--- src/rtl/laser_targeting.sv ---
// laser_targeting: once-per-frame tower scan, single-hit laser with frame cooldown, per-car health.
// Optional LASER_NEAREST_EN: choose the eligible car with the smallest dx+dy instead of the lowest index.
module laser_targeting #(
    parameter int RANGE           = 20,
    parameter int HITS_TO_KILL    = 3,
    parameter int COOLDOWN_FRAMES = 8
) (
    input  logic        clk,
    input  logic        reset,
    input  logic        stage_in_progress,
    input  logic        frame_tick,
    input  logic [14:0] tower_coord,
    input  logic [14:0] car_0_coords,
    input  logic [14:0] car_1_coords,
    input  logic [14:0] car_2_coords,
    input  logic [14:0] car_3_coords,
    output logic [3:0]  destroyed_cars,
    output logic        laser_fire,
    output logic [1:0]  laser_target,
    output logic [14:0] laser_end_coord
);
    localparam logic [8:0] RANGE_C    = 9'(RANGE);
    localparam logic [3:0] HEALTH_C   = 4'(HITS_TO_KILL);
    localparam logic [7:0] COOLDOWN_C = 8'(COOLDOWN_FRAMES);

    typedef enum logic [1:0] {
        IDLE = 2'd0,
        SCAN = 2'd1,
        FIRE = 2'd2
    } state_t;

    // Zero-extended 9-bit signed difference, folded to magnitude, so edges never wrap.
    function automatic logic [8:0] abs_diff9(input logic [7:0] a, input logic [7:0] b);
        logic [8:0] d;
        d = {1'b0, a} - {1'b0, b};
        abs_diff9 = d[8] ? (9'd0 - d) : d;
    endfunction

    state_t      state_r, state_s;
    logic [1:0]  idx_r;
    logic        found_r;
    logic [1:0]  sel_idx_r;
    logic [14:0] sel_coord_r;
    logic [14:0] tower_r;
    logic [7:0]  cooldown_r;
    logic [3:0]  health_r [4];
    logic [3:0]  destroyed_r;
    logic        stage_prev_r;
    logic        laser_fire_r;
    logic [1:0]  laser_target_r;
    logic [14:0] laser_end_coord_r;
`ifdef LASER_NEAREST_EN
    logic [9:0]  best_sum_r;
    logic [9:0]  sum_s;
`endif

    logic [14:0] cur_coord_s;
    logic [8:0]  dx_s, dy_s;
    logic        eligible_s, take_s, found_next_s;
    logic        stage_rise_s, start_s, fire_go_s;
    logic [1:0]  fire_idx_s;
    logic [14:0] fire_coord_s;

    // Current scan candidate and its eligibility against the latched tower position.
    always_comb begin
        case (idx_r)
            2'd0:    cur_coord_s = car_0_coords;
            2'd1:    cur_coord_s = car_1_coords;
            2'd2:    cur_coord_s = car_2_coords;
            2'd3:    cur_coord_s = car_3_coords;
            default: cur_coord_s = 15'd0;
        endcase
        dx_s = abs_diff9(cur_coord_s[14:7], tower_r[14:7]);
        dy_s = abs_diff9({1'b0, cur_coord_s[6:0]}, {1'b0, tower_r[6:0]});
        eligible_s = (cur_coord_s != 15'd0) && !destroyed_r[idx_r] &&
                     (dx_s <= RANGE_C) && (dy_s <= RANGE_C);
`ifdef LASER_NEAREST_EN
        sum_s  = {1'b0, dx_s} + {1'b0, dy_s};
        take_s = eligible_s && (!found_r || (sum_s < best_sum_r));
`else
        take_s = eligible_s && !found_r;
`endif
        found_next_s = found_r | eligible_s;
        stage_rise_s = stage_in_progress && !stage_prev_r;
        start_s      = (state_r == IDLE) && frame_tick && (cooldown_r == 8'd0) && stage_in_progress;
        fire_go_s    = (state_r == SCAN) && (idx_r == 2'd3) && found_next_s &&
                       stage_in_progress && !stage_rise_s;
        fire_idx_s   = take_s ? idx_r : sel_idx_r;
        fire_coord_s = take_s ? cur_coord_s : sel_coord_r;
    end

    // Next-state logic; a stage edge or an inactive stage always parks the FSM in IDLE.
    always_comb begin
        state_s = state_r;
        case (state_r)
            IDLE: begin
                if (start_s) state_s = SCAN;
                else         state_s = IDLE;
            end
            SCAN: begin
                if (idx_r != 2'd3) state_s = SCAN;
                else if (fire_go_s) state_s = FIRE;
                else                state_s = IDLE;
            end
            FIRE:    state_s = IDLE;
            default: state_s = IDLE;
        endcase
        if (stage_rise_s || !stage_in_progress) state_s = IDLE;
        else                                    state_s = state_s;
    end

    // State register.
    always_ff @(posedge clk) begin
        if (reset) state_r <= IDLE;
        else       state_r <= state_s;
    end

    // Scan bookkeeping, cooldown, health and registered laser outputs.
    always_ff @(posedge clk) begin
        if (reset) begin
            stage_prev_r      <= 1'b0;
            idx_r             <= 2'd0;
            found_r           <= 1'b0;
            sel_idx_r         <= 2'd0;
            sel_coord_r       <= 15'd0;
            tower_r           <= 15'd0;
            cooldown_r        <= 8'd0;
            destroyed_r       <= 4'd0;
            laser_fire_r      <= 1'b0;
            laser_target_r    <= 2'd0;
            laser_end_coord_r <= 15'd0;
            for (int i = 0; i < 4; i++) health_r[i] <= HEALTH_C;
`ifdef LASER_NEAREST_EN
            best_sum_r        <= 10'h3FF;
`endif
        end else begin
            stage_prev_r <= stage_in_progress;
            laser_fire_r <= 1'b0;
            if (stage_rise_s) begin
                idx_r       <= 2'd0;
                found_r     <= 1'b0;
                cooldown_r  <= 8'd0;
                destroyed_r <= 4'd0;
                for (int i = 0; i < 4; i++) health_r[i] <= HEALTH_C;
            end else begin
                if (fire_go_s)                              cooldown_r <= COOLDOWN_C;
                else if (frame_tick && cooldown_r != 8'd0)  cooldown_r <= cooldown_r - 8'd1;
                else                                        cooldown_r <= cooldown_r;

                if (start_s) begin
                    tower_r <= tower_coord;
                    idx_r   <= 2'd0;
                    found_r <= 1'b0;
`ifdef LASER_NEAREST_EN
                    best_sum_r <= 10'h3FF;
`endif
                end else if (state_r == SCAN) begin
                    idx_r   <= idx_r + 2'd1;
                    found_r <= found_next_s;
                    if (take_s) begin
                        sel_idx_r   <= idx_r;
                        sel_coord_r <= cur_coord_s;
`ifdef LASER_NEAREST_EN
                        best_sum_r  <= sum_s;
`endif
                    end
                end

                // The hit lands on the edge entering FIRE so outputs and health agree in that cycle.
                if (fire_go_s) begin
                    laser_fire_r      <= 1'b1;
                    laser_target_r    <= fire_idx_s;
                    laser_end_coord_r <= fire_coord_s;
                    if (health_r[fire_idx_s] != 4'd0)
                        health_r[fire_idx_s] <= health_r[fire_idx_s] - 4'd1;
                    if (health_r[fire_idx_s] == 4'd1)
                        destroyed_r[fire_idx_s] <= 1'b1;
                end
            end
        end
    end

    assign destroyed_cars  = destroyed_r;
    assign laser_fire      = laser_fire_r;
    assign laser_target    = laser_target_r;
    assign laser_end_coord = laser_end_coord_r;

endmodule

--- config.mk ---
export PLATFORM = sky130hd
export DESIGN_NAME = laser_targeting
export DESIGN_NICKNAME = d
export VERILOG_FILES = /design/src/rtl/laser_targeting.sv
export SDC_FILE = /design/constraint.sdc
export NUM_CORES = 1
export LEC_CHECK = 0
export BUFFER_PORTS_ARGS = -buffer_cell sky130_fd_sc_hd__buf_4
export CAP_MARGIN = 15
export CORE_MARGIN = 8
export CORE_UTILIZATION = 56
export DETAILED_ROUTE_END_ITERATION = 8
export MAX_ROUTING_LAYER = met4
export PLACE_DENSITY = 0.8
export SETUP_SLACK_MARGIN = 0.4
export SYNTH_ARGS = -nofsm -noshare
export SYNTH_HDL_FRONTEND = slang
export SYNTH_SLANG_ARGS = --single-unit
--- constraint.sdc ---
create_clock -name clk -period 17.9 [get_ports clk]
set_input_delay 2.685 -clock clk [delete_from_list [all_inputs] [get_ports clk]]
set_output_delay 2.685 -clock clk [all_outputs]
set_load 0.03 [all_outputs]
==> After elaboration in Yosys (flattened, before gate mapping) <==
Memory sizes are Yosys's and may differ from the RTL's.
Cells that the tools add are included.
{ "totals": {"register_bits": 68, "ramBits": 16, "input_bits": 79, "output_inout_bits": 22, "mem_count": 1} }
{ "op_classes": {"addsub": 7, "order_cmp": 5, "eq_ne": 6, "mux": 33, "n_bitwise": 8, "reduce_logical": 36} }
{ "memory_table": {"columns": ["name", "depth", "width", "rd", "rd_ports_with_merged_regs", "wr", "line", "source"], "rows": [
  ["health_r", 4, 4, 1, 0, 4, "46", "logic [3:0] health_r [4];"]
]} }
{ "op_table": {"columns": ["operator", "n"], "rows": [
  ["$pmux W15 S4", 1],
  ["$mux W4", 7],
  ["$le A9 B5 Y1 const B", 2],
  ["$mux W9", 2],
  ["$mux W1", 15],
  ["$mux W15", 1],
  ["$reduce_bool A15 Y1", 1],
  ["$logic_and A1 B1 Y1", 14],
  ["$sub A1 B8 Y9 const A", 1],
  ["$sub A1 B9 Y9 const A", 1],
  ["$sub A8 B8 Y9", 1],
  ["$logic_not A8 Y1", 1],
  ["$mux W2", 4],
  ["$reduce_bool A8 Y1", 1],
  ["$sub A7 B7 Y8", 1],
  ["$sub A8 B1 Y8 const B", 1],
  ["$lt A2 B3 Y1 const B", 2],
  ["$reduce_and A2 Y1", 3],
  ["$reduce_or A3 Y1", 2],
  ["$logic_not A1 Y1", 5],
  ["$or A1 B1 Y1", 5],
  ["$eq A2 B1 Y1 const B", 2],
  ["$eq A2 B2 Y1 const B", 2],
  ["$eq A4 B1 Y1 const B", 1],
  ["other kinds (16)", 19]
]} }

==> Logic depth before layout (Yosys ltp) <==
An unclocked memory read counts as a cell.
{ "depth": {"depth_word": 19, "depth_mapped": 28} }

==> Least setup slack after synthesis <==
Ideal clock, no wire load.
{ "synth_timing": {"path_type": "input -> register", "from": "in car_3_coords[0]", "to": "mem health_r[2][0], enable pin", "setup_ns": 0.307, "arrival_time_ns": 7.531, "required_ns": 17.593, "setup_slack_ns": 10.062, "cell_stages": 23, "path_cell_list": "a22o_1 > a211oi_1 > a21oi_1 > inv_1 > ha_1 > inv_1 > fa_1 > a211oi_2 > nor3_2 > and3_1 > or3_1 > a221oi_2 > nor2_1 > or3_1 > buf_6 > nor2_8 > buf_12 > mux2i_4 > mux2_2 > ha_1 > and2_1 > or4_4 > nand2_1"} }
{ "synth_rtl": {"columns": ["item", "line", "source"], "rows": [
  ["from (decl)", "16", "input logic [14:0] car_3_coords,"],
  ["to (decl)", "46", null]
]} }

==> summary.txt <==
Logic synthesis
  – Most frequent cell after synthesis: nand2_1
  – Synth cell types: 76
  – Synth Area in XOR/XNOR: 0.0206
  – Biggest area consumer among synthesized cells: dfxtp_1
  – Yosys reg bits: 84
  – Synthesized Nets: 778
  – Post-synth EDFFs: 16
  – Synthesized area: 5530 um2
  – Proportion of synthesized area in mux cells: 0.0797
  – Post-Syn Area per Cell: 8.19 um2
  – Register area share after synthesis: 0.333
  – Synth area leaders: dfxtp_1, edfxtp_1, mux2i_1
  – Compound-Gate Fraction of Synth Area: 0.200
  – Synth Area in Simple Gates: 0.262
  – Fraction of registers with async set/reset: 0
  – Synth top cells by count: nand2_1, nor2_1, dfxtp_1
  – Main combinational cell family by area after synthesis: simple AND/OR/NAND/NOR gates
  – Adder-cell share of the synthesized area: 0.0570
  – Dominant synthesized flop cell: dfxtp_1
  – Synth Instances: ~680
  – Area fraction of the dominant cell type after synthesis: 0.246
  – Warning count from the yosys run: 0

Timing
  – Max_slew headroom: 0.419
  – RSZ-0062 raised after global routing: false
  – F_max: 0.117 GHz
  – Number of hold violations in the final report: 0
  – Setup TNS: 0 ns
  – Crit share post-route: 0.478
  – Final slew viol count: 0
  – Worst slew pin tran: 0.869 ns
  – Setup Viol. Count Final: 0
  – Clock skew: 0.00687 ns
  – Hold_ws: 0.459 ns
  – Crit path time final: 8.56 ns

Detailed routing
  – Total number of vias: 5398
  – Drt first pass iters: 6
  – Starting DRT DRC Count: 546
  – Post-route DRC: 0
  – Metal-1 WL: between 7000 and 8000 um
  – Met2 WL: 7450 um
  – WL met3: about 1300 um
  – Antenna-violating nets left: 0
  – Highest routed layer: met4
  – Post-Route WL: 16000 um
  – Avg Vias per Cell: around 6
  – Wire per inst: roughly 18 um

Clock tree
  – Clock Sinks: 84
  – Hold Buf Count CTS: 0
  – Max clock buf depth: 2
  – TritonCTS clock tree: yes
  – CTS H-tree lvls: 3
  – Root Driver: clkbuf_8
  – CTS Buf Count: 9
  – Post-CTS Setup Bufs: 0
  – # resized after CTS: 0
  – Clk Latency, worst-skew pair: around 0.36 ns
  – Clock transition at path regs: 0.09 ns

Pwr
  – Power Dens Cells: about 70 nW/um2
  – Pwr Total: 0.449 mW
  – LEAKAGE: 2.63 nW
  – Maximum vdd drop: approximately 43 uV

Global route
  – Initial antenna violation count: 0
  – Gr ovfl total: 0
  – First-pass GRT wire length: 25700 um
  – Overall Global Routing Usage: 0.250
  – Largest net degree at the start of global routing: between 50 and 60
  – Vias in the first global route: 5095

Placement
  – Post-place instance area: 6330 um2
  – Routability cong.: 0.907
  – HPWL Detailed: between 10000 and 15000 um
  – IO buf count: 100

Floorplanning
  – Site Rows: 36
  – Number of top-level pins: roughly 100
  – Die X: 115 um
  – Core ar.: roughly 9700 um2
  – Initial Utilization: 0.571
  – Die area: 13300 um2
  – Die Height: approximately 120 um

Finish
  – Antenna diodes: 0
  – Synthesis-to-layout area growth: 18.6%
  – Layout cells sized above 1: 0.192
  – Fillers: 831
  – Nets: 864
  – Non-Filler Cell Area, Final: 6560 um2

Critical path
  – Worst EP required: 17.96 ns
  – Worst Setup End Kind: flip-flop
  – Crit Path Max Fanout: 20
  – FF-to-FF setup slack: between 10 and 15 ns
  – Reg2reg start: idx_r[1]
  – Critical path startpoint: car_3_coords[0]
  – Worst Setup EP: health_r[2][1]
  – Setup crit start kind: input pin
  – Critical Path AT: 8.62 ns
  – WS Path Type: input pin to flip-flop
  – Reg-to-Reg End: health_r[2][1]
  – R2R depth: 20

Flow run
  – Max Cap Viol: 0

Hold path
  – Hold Path Class: flip-flop to flip-flop

Outcome
  – Status: completed
==> worst min-delay path by stage <==
stage,to,cells after the start,startpoint
floorplan,state_r[0],1,state_r[1]
global placement,state_r[0],1,state_r[1]
detailed placement,sel_coord_r[5],2,sel_coord_r[5]
CTS,sel_coord_r[14],2,sel_coord_r[14]
global route,sel_coord_r[12],2,sel_coord_r[12]
finish,sel_coord_r[14],2,sel_coord_r[14]
==> stage by stage <==
stage	std cells	util	setup WS (ns)
floorplan	675	-	10.06
global placement	883	0.653	9.28
detailed placement	883	0.653	9.00
CTS	899	0.677	9.38
global route	899	0.677	8.92
finish	899	0.677	9.34
==> critical path, stage by stage <==
cell and delay [ns]:
buf_4 0.11, a22o_1 0.22, a211oi_1 0.28, a21oi_1 0.13
inv_1 0.08, ha_1 0.18, inv_1 0.06, fa_1 0.44
a211oi_2 0.27, nor3_2 0.12, nor4_1 0.29, nor3_1 0.10
o311ai_0 0.49, o211ai_1 0.19, or3_1 0.55, nor2_8 0.48
mux2i_4 0.46, mux2_2 0.40, ha_1 0.31, and2_1 0.19
or4_4 0.42, nand2_1 0.16
==> cell usage in the layout, fill, tap and decap left out, types with 15 or more instances in the layout <==
| cell | netlist | layout |
|---|---|---|
| mux2i_1 | 35 | 35 |
| nor3_1 | 15 | 15 |
| ha_1 | 22 | 22 |
| nor2_1 | 84 | 84 |
| dfxtp_1 | 68 | 68 |
| a21oi_1 | 52 | 52 |
| edfxtp_1 | 16 | 16 |
| inv_1 | 31 | 31 |
| a211oi_1 | 23 | 23 |
| nand2_1 | 92 | 92 |
| buf_4 | 0 | 103 |
| nand3_1 | 17 | 17 |
==> flip-flops by register name (all words and copies together), names as in the netlist <==
signal / count
health_r: 16
laser_end_coord: 15
sel_coord_r: 15
tower_r: 15
cooldown_r: 8
destroyed_cars: 4
idx_r: 2
laser_target: 2
sel_idx_r: 2
state_r: 2
found_r: 1
laser_fire: 1
stage_prev_r: 1
==> area by class of cell <==
| type | instances | area, um2 | share of cell area |
|---|---|---|---|
| Timing Repair Buffer | 103 | 773 | 0.118 |
| Inverter | 32 | 120 | 0.0183 |
| Multi-Input combinational cell | 531 | 3420 | 0.522 |
| Sequential cell | 84 | 1840 | 0.281 |
| Tap cell | 133 | 166 | 0.0254 |
| Clock buffer | 9 | 124 | 0.0189 |
| Clock inverter | 7 | 106 | 0.0162 |
==> kinds of logic (layout without fill, tap and decap cells) <==
logic type,count (synthesis),count (layout)
buf+inv,60,151
compound gates,155,155
xor+xnor,13,13
simple gates,298,298
flops,84,84
mux,41,41
fa+ha+maj,24,24
==> power by group <==
| group | leakage, nW | total, mW | switching, mW | internal [mW] |
|---|---|---|---|---|
| registers | 0.693 | 0.198 | 0.00288 | 0.195 |
| logic | 1.82 | 0.0953 | 0.0540 | 0.0412 |
| clock network | 0.116 | 0.156 | 0.0746 | 0.0810 |
| total | 2.63 | 0.449 | 0.132 | 0.317 |
==> layer usage <==
| layer | GRT usage | up-vias |
|---|---|---|
| li1 | - | 2619 |
| met1 | 0.311 | 2521 |
| met2 | 0.397 | 239 |
| met3 | 0.0488 | 19 |
| met4 | 0.0806 | 0 |
| met5 | - | - |
(Power assumes the default switching activity.)
